## src/rtl/dmem_byte_responder_if.sv

```systemverilog
// Pipeline-side request/response bundle of the MEM-stage data-memory responder.
// master = pipeline (drives the request), slave = responder.
interface dmem_byte_responder_if #(
  parameter int XLEN = 32
);
  logic            MemReadEn;
  logic            MemWriteEn;
  logic [1:0]      MemSize;
  logic [1:0]      LoadSize;
  logic [XLEN-1:0] addr;
  logic [XLEN-1:0] wdata;
  logic            mem_stall;
  logic [XLEN-1:0] rdata;
  logic            rdata_valid;
  logic            misalign_err;

  modport master (
    output MemReadEn, MemWriteEn, MemSize, LoadSize, addr, wdata,
    input  mem_stall, rdata, rdata_valid, misalign_err
  );

  modport slave (
    input  MemReadEn, MemWriteEn, MemSize, LoadSize, addr, wdata,
    output mem_stall, rdata, rdata_valid, misalign_err
  );
endinterface

```

## src/rtl/dmem_byte_responder.sv

```systemverilog
// Serialises 32-bit loads/stores onto a byte-wide synchronous SRAM, little-endian,
// stalling the pipeline until done; loads are sign-extended per LoadSize.
module dmem_byte_responder #(
  parameter int ADDR_W = 10,
  parameter int XLEN   = 32
) (
  input  logic              clk,
  input  logic              rst,
  dmem_byte_responder_if.slave bus,
  output logic              sram_en,
  output logic              sram_we,
  output logic [ADDR_W-1:0] sram_addr,
  output logic [7:0]        sram_wdata,
  input  logic [7:0]        sram_rdata,
  output logic [2:0]        dbg_state
);

  // Handshake: a request (MemReadEn|MemWriteEn) is taken only in IDLE; the
  // upstream holds it stable while mem_stall=1 and the access completes in the
  // one cycle where state is DONE (mem_stall=0), after which the FSM returns to
  // IDLE without re-accepting the still-present request.
  typedef enum logic [2:0] {
    S_IDLE  = 3'd0,
    S_WRITE = 3'd1,
    S_READ  = 3'd2,
    S_RWAIT = 3'd3,
    S_DONE  = 3'd4
  } state_e;

  state_e            state_q, state_d;
  logic [2:0]        cnt_q, cnt_d;
  logic [2:0]        nbytes_q, nbytes_d;
  logic [ADDR_W-1:0] base_q, base_d;
  logic [XLEN-1:0]   wdata_q, wdata_d;
  logic [1:0]        lsize_q, lsize_d;
  logic              is_load_q, is_load_d;
  logic              err_q, err_d;
  logic [XLEN-1:0]   asm_q, asm_d;
  logic [XLEN-1:0]   rdata_q, rdata_d;

  logic              req;
  logic              bad_align;
  logic [2:0]        nbytes_in;
  logic              last_byte;
  logic [1:0]        cap_idx;
  logic [XLEN-1:0]   asm_cap;

  function automatic logic [XLEN-1:0] extend(input logic [XLEN-1:0] v, input logic [1:0] ls);
    logic [XLEN-1:0] r;
    case (ls)
      2'b00:   r = {{24{v[7]}}, v[7:0]};
      2'b01:   r = {{16{v[15]}}, v[15:0]};
      default: r = v;
    endcase
    return r;
  endfunction

  always_comb begin
    state_d   = state_q;
    cnt_d     = cnt_q;
    nbytes_d  = nbytes_q;
    base_d    = base_q;
    wdata_d   = wdata_q;
    lsize_d   = lsize_q;
    is_load_d = is_load_q;
    err_d     = err_q;
    asm_d     = asm_q;
    rdata_d   = rdata_q;

    req       = bus.MemReadEn | bus.MemWriteEn;
    bad_align = (bus.MemSize == 2'b11) ||
                (bus.MemSize == 2'b01 && bus.addr[0]) ||
                (bus.MemSize == 2'b10 && bus.addr[1:0] != 2'b00);
    case (bus.MemSize)
      2'b00:   nbytes_in = 3'd1;
      2'b01:   nbytes_in = 3'd2;
      default: nbytes_in = 3'd4;
    endcase
    last_byte = (cnt_q == nbytes_q - 3'd1);

    // The SRAM returns the byte issued last cycle, i.e. byte index cnt-1.
    cap_idx = 2'(cnt_q - 3'd1);
    asm_cap = asm_q;
    asm_cap[{cap_idx, 3'b000} +: 8] = sram_rdata;

    case (state_q)
      S_IDLE: begin
        if (req) begin
          base_d    = bus.addr[ADDR_W-1:0];
          wdata_d   = bus.wdata;
          nbytes_d  = nbytes_in;
          lsize_d   = bus.LoadSize;
          cnt_d     = 3'd0;
          asm_d     = '0;
          is_load_d = ~bus.MemWriteEn;
          err_d     = bad_align;
          if (bad_align)           state_d = S_DONE;
          else if (bus.MemWriteEn) state_d = S_WRITE;
          else                     state_d = S_READ;
        end
      end
      S_WRITE: begin
        cnt_d = cnt_q + 3'd1;
        if (last_byte) state_d = S_DONE;
      end
      S_READ: begin
        if (cnt_q != 3'd0) asm_d = asm_cap;
        cnt_d = cnt_q + 3'd1;
        if (last_byte) state_d = S_RWAIT;
      end
      S_RWAIT: begin
        asm_d   = asm_cap;
        rdata_d = extend(asm_cap, lsize_q);
        state_d = S_DONE;
      end
      S_DONE:  state_d = S_IDLE;
      default: state_d = S_IDLE;
    endcase
  end

  always_ff @(posedge clk) begin
    if (rst) begin
      state_q   <= S_IDLE;
      cnt_q     <= '0;
      nbytes_q  <= '0;
      base_q    <= '0;
      wdata_q   <= '0;
      lsize_q   <= '0;
      is_load_q <= 1'b0;
      err_q     <= 1'b0;
      asm_q     <= '0;
      rdata_q   <= '0;
    end else begin
      state_q   <= state_d;
      cnt_q     <= cnt_d;
      nbytes_q  <= nbytes_d;
      base_q    <= base_d;
      wdata_q   <= wdata_d;
      lsize_q   <= lsize_d;
      is_load_q <= is_load_d;
      err_q     <= err_d;
      asm_q     <= asm_d;
      rdata_q   <= rdata_d;
    end
  end

  always_comb begin
    sram_en    = 1'b0;
    sram_we    = 1'b0;
    sram_addr  = '0;
    sram_wdata = '0;
    if (state_q == S_WRITE || state_q == S_READ) begin
      sram_en   = 1'b1;
      sram_we   = (state_q == S_WRITE);
      sram_addr = base_q + ADDR_W'(cnt_q);
      if (state_q == S_WRITE) sram_wdata = wdata_q[{cnt_q[1:0], 3'b000} +: 8];
    end
  end

  assign bus.mem_stall    = (state_q != S_IDLE && state_q != S_DONE) || (state_q == S_IDLE && req);
  assign bus.rdata        = rdata_q;
  assign bus.rdata_valid  = (state_q == S_DONE) && is_load_q && !err_q;
  assign bus.misalign_err = (state_q == S_DONE) && err_q;
  assign dbg_state        = state_q;

endmodule

```

## src/flat_wrapper.sv

```systemverilog
// flat-port wrapper written by rule: the top's interface ports become plain ports
module dmem_byte_responder_flat 
#(
  parameter int ADDR_W = 10,
  parameter int XLEN   = 32
)
  (clk, rst, sram_en, sram_we, sram_addr, sram_wdata, sram_rdata, dbg_state, bus_MemReadEn, bus_MemWriteEn, bus_MemSize, bus_LoadSize, bus_addr, bus_wdata, bus_mem_stall, bus_rdata, bus_rdata_valid, bus_misalign_err);
  dmem_byte_responder_if #(.XLEN(XLEN)) bus_i ();
  input  logic clk;
  input  logic rst;
  output logic sram_en;
  output logic sram_we;
  output logic [ADDR_W-1:0] sram_addr;
  output logic [7:0] sram_wdata;
  input  logic [7:0] sram_rdata;
  output logic [2:0] dbg_state;
  input wire logic [$bits(bus_i.MemReadEn)-1:0] bus_MemReadEn;
  input wire logic [$bits(bus_i.MemWriteEn)-1:0] bus_MemWriteEn;
  input wire logic [$bits(bus_i.MemSize)-1:0] bus_MemSize;
  input wire logic [$bits(bus_i.LoadSize)-1:0] bus_LoadSize;
  input wire logic [$bits(bus_i.addr)-1:0] bus_addr;
  input wire logic [$bits(bus_i.wdata)-1:0] bus_wdata;
  output wire logic [$bits(bus_i.mem_stall)-1:0] bus_mem_stall;
  output wire logic [$bits(bus_i.rdata)-1:0] bus_rdata;
  output wire logic [$bits(bus_i.rdata_valid)-1:0] bus_rdata_valid;
  output wire logic [$bits(bus_i.misalign_err)-1:0] bus_misalign_err;
  assign bus_i.MemReadEn = bus_MemReadEn;
  assign bus_i.MemWriteEn = bus_MemWriteEn;
  assign bus_i.MemSize = bus_MemSize;
  assign bus_i.LoadSize = bus_LoadSize;
  assign bus_i.addr = bus_addr;
  assign bus_i.wdata = bus_wdata;
  assign bus_mem_stall = bus_i.mem_stall;
  assign bus_rdata = bus_i.rdata;
  assign bus_rdata_valid = bus_i.rdata_valid;
  assign bus_misalign_err = bus_i.misalign_err;
  dmem_byte_responder #(.ADDR_W(ADDR_W), .XLEN(XLEN)) u_core (.clk(clk), .rst(rst), .bus(bus_i), .sram_en(sram_en), .sram_we(sram_we), .sram_addr(sram_addr), .sram_wdata(sram_wdata), .sram_rdata(sram_rdata), .dbg_state(dbg_state));
endmodule
```

## config.mk

```make
export PLATFORM = sky130hd
export DESIGN_NAME = dmem_byte_responder_flat
export DESIGN_NICKNAME = d
export VERILOG_FILES = /design/src/rtl/dmem_byte_responder_if.sv /design/src/rtl/dmem_byte_responder.sv /design/src/flat_wrapper.sv
export SDC_FILE = /design/constraint.sdc
export NUM_CORES = 1
export LEC_CHECK = 0
export CORE_MARGIN = 1
export CORE_UTILIZATION = 50
export CTS_CLUSTER_SIZE = 20
export DETAILED_ROUTE_END_ITERATION = 8
export GPL_TIMING_DRIVEN = 1
export MAX_ROUTING_LAYER = met4
export PLACE_DENSITY = 0.8
export SLEW_MARGIN = 20
export SYNTH_ARGS = -nofsm -noshare
export SYNTH_HDL_FRONTEND = slang
export SYNTH_SLANG_ARGS = --single-unit
```

## constraint.sdc

```tcl
create_clock -name clk -period 3.2 [get_ports clk]
set_input_delay 0.8 -clock clk [delete_from_list [all_inputs] [get_ports clk]]
set_output_delay 0.8 -clock clk [all_outputs]
set_load 0.005 [all_outputs]
```

==> results.md <==
* Leakage at 0.00275 uW
* GRT busiest layer: met2
* Ys async rst share at 0%
* Pwr Density at 576 nW/um2
* TritonCTS Sinks at between 100 and 150
* RSZ-0062 raised after global routing: yes
* DRT iter0 DRCs at 555
* Setup Skew at 0.00692 ns
* # diodes at 0
* Commonest non-fill, non-tap cell in the layout: nand2_1
* Post-route cell area at ~7500 um2
* Die Y at approximately 110 um
* Later-pin clock latency in the skew report at 0.42 ns
* Max_cap viols at 0
* Internal reg-to-reg setup slack at 0.63 ns
* FF/Latch Area at 2390 um2
* Hold Buf Count CTS at 0
* # rows at 38
* Gr ovfl total at 0
* Pre-CTS setup slack at 0.241 ns
* Crit path launch type: flip-flop
* Most used DFF post-synth: dfxtp_1
* Syn-to-layout area delta at 33.0%
* Largest net degree at the start of global routing at 55
* Synth cell types at 51
* Critical-path top delay cell: clkdlybuf4s50_1
* Post-Syn Area per Cell at 8.06 um2
* Final core utilization at 68.7%
* Most frequent cells in the layout: 149 x nand2_1, 115 x dfxtp_1, 111 x clkdlybuf4s50_1
* R2R cell count at 9
* Syn nets at slightly below 800
* Vias per Instance at 5.70
* First-pass GRT wire length at 24600 um
* Port Buffer Count at 115
* Seq cells post-synth at 119
* Final Hold Vio Count at 0
* Antenna viol nets, final at 0
* CTS tree: done
* Via Count at between 5000 and 6000
* Setup_tns at 0 ns
* Met2 Use GR at 44.1%
* Hold path depth at 2
* Initial Util at between 50% and 60%
* Reg clk slew, reported paths at 0.06 ns
* GRT met3 Usage at ~6%
* Total track usage at between 20% and 30%
* Layout cell share with drive strength beyond 1 at about an eighth
* Routed wire length per instance at 16.0 um
* Hold Path Sink: u_core.wdata_q[20]$_SDFFE_PP0P_
* Routability-driven placement congestion ratio at 0.818
* Worst stage delay on the critical path at about 0.52 ns
* Post-Route WL at 15200 um
* Crit path cell chain: ha_1 > a21o_1 > a21oi_2 > or4_1 > a21oi_1 > clkdlybuf4s50_1
* Vias in the first global route at 5142
* Synth Cell Area at 5650 um2
* Sequential share of the synthesized area at 42.2%
* Final worst setup slack at roughly 0.0037 ns
* Net count, final at 888
* Fill cell count at 863
* Worst EP arrival at 2.40 ns
* Initial antenna violation count at 0
* Drt drc at 0
* Worst relative slew slack at 45.9%
* Core area at 10900 um2
* Slew @ Worst Pin at between 0.8 and 0.9 ns
* CTS buffer count at 17
* IO Pins at 138
* Final-report max-slew violation count at 0
* FF-to-FF End: u_core.bus.rdata[21]$_SDFFE_PP0N_
* Multi-input logic area at 3000 um2
* Hpwl dp at 9810 um
* Fin crit share at 99.9%
* Setup CP Type: reg -> out
* CP required at 2.40 ns
* HP Start: u_core.wdata_q[20]$_SDFFE_PP0P_
* Worst vdd ir at 406 uV
* Crit path time final at 3.20 ns
* Synth Instances at 701
* Clk buf depth at 2
* Fin cells at 951
* Status: completed
* Pre-antenna DRT Iters at 5
* Die ar. at around 12000 um2
* R2R Path Start: u_core.cnt_q[0]$_SDFFE_PP0P_
* Crit-path max FO at 8
* Placed insts at between 900 and 1000
* Post-synth EDFFs at 0
* Chip width at 108 um
* Root buffer cell: clkbuf_16
* Max frequency at about 310 MHz
* Worst setup EP type: primary output
* H-tree lvl count at 4
* DP Area at 6860 um2
* Final setup viols at 0
* Hold crit path type: reg -> reg
* Synth warn at 0
* Met1 GRT Util at 34.7%
[how the worst max path moves through the flow]
| stage | end | slack, ns | start | depth (start not counted) |
|---|---|---|---|---|
| floorplan | sram_addr[4] | 0.55 | u_core.cnt_q[1]$_SDFFE_PP0P_ | 7 |
| global placement | bus_mem_stall | 0.27 | bus_MemReadEn | 5 |
| detailed placement | bus_mem_stall | 0.24 | bus_MemReadEn | 5 |
| CTS | sram_addr[7] | 0.008 | u_core.cnt_q[1]$_SDFFE_PP0P_ | 6 |
| global route | sram_addr[7] | -0.08 | u_core.base_q[1]$_SDFFE_PP0P_ | 6 |
| finish | sram_addr[7] | 0.004 | u_core.base_q[1]$_SDFFE_PP0P_ | 6 |
[power breakdown]
group | switching (uW) | internal [uW] | total [uW] | leakage (uW)
logic | 434 | 322 | 757 | 0.00150
registers | 70.7 | 1570 | 1640 | 0.000970
clock network | 709 | 1220 | 1930 | 0.000282
[Yosys cell counts, types with 4 or more instances]
cell      count  area share, %
nand2b_1      7           0.77
o21ai_0      52            4.6
nand2_1     149            9.9
xnor2_1       4           0.62
ha_1          9            2.0
buf_2        14            1.2
o21a_1        5           0.66
nor3_1        4           0.35
or3_1         4           0.44
a31o_2       24            3.7
a21oi_1      95            8.4
a31oi_1       8           0.89
clkbuf_1     36            2.4
nor2b_1      52            5.8
and2_1        4           0.44
inv_1        13           0.86
nor2_1       34            2.3
or2_2         4           0.44
dfxtp_1     119             42
a211oi_1     15            2.0
mux4_2        8            3.2
[per-stage QoR]
| step | hold slack (ns) | power (uW) |
|---|---|---|
| 2_1_floorplan | 0.432 | 2140 |
| 3_3_place_gp | 0.440 | 2390 |
| 3_5_place_dp | 0.448 | 2410 |
| 4_1_cts | 0.456 | 4340 |
| 5_1_grt | 0.465 | 4500 |
| 6_report | 0.452 | 4330 |
[state kept, by name (all words and copies together) (netlist names), 2 cells and up]
signal	flops
u_core.asm_q	32
u_core.bus.rdata	32
u_core.wdata_q	32
u_core.base_q	10
u_core.cnt_q	3
u_core.dbg_state	3
u_core.nbytes_q	3
u_core.lsize_q	2
[routing by layer]
layer / vias to the layer above / wire length, um
met5: - / 0
met4: 0 / 306
met3: 33 / 912
met2: 205 / 7450
met1: 2570 / 6500
li1: 2609 / -
[worst max-delay path: cells and delay by family (launching register included)]
family | cells | cell delay (ns)
compound gates | 3 | 0.41
fa+ha+maj | 1 | 0.29
buf+inv | 1 | 0.52
flops | 1 | 0.33
simple gates | 1 | 0.43
[final cells by class]
| class | instances | area share (%) |
|---|---|---|
| Multi-Input combinational cell | 514 | 39.9 |
| Tap cell | 140 | 2.33 |
| Clock inverter | 15 | 2.36 |
| Clock buffer | 17 | 5.66 |
| Timing Repair Buffer | 133 | 17.3 |
| Inverter | 13 | 0.649 |
| Sequential cell | 119 | 31.8 |
[cell families (layout without fill, tap and decap cells)]
kind of cell	count (synthesis)	count (layout)	synth area share [%]
xor+xnor	8	8	1.48
mux	9	9	3.37
simple gates	274	274	22.8
flops	119	119	42.2
compound gates	213	213	22.8
fa+ha+maj	10	10	2.35
buf+inv	68	178	5.09
[repair_timing]
| action | 4_1_cts | 5_1_grt |
|---|---|---|
| endpoints found under the setup margin | 7 | 15 |
| pin swaps | 2 | 0 |
| resized for setup | 5 | 8 |
| setup buffers | 1 | 2 |
Note: power is estimated with default switching activity, not from simulation.
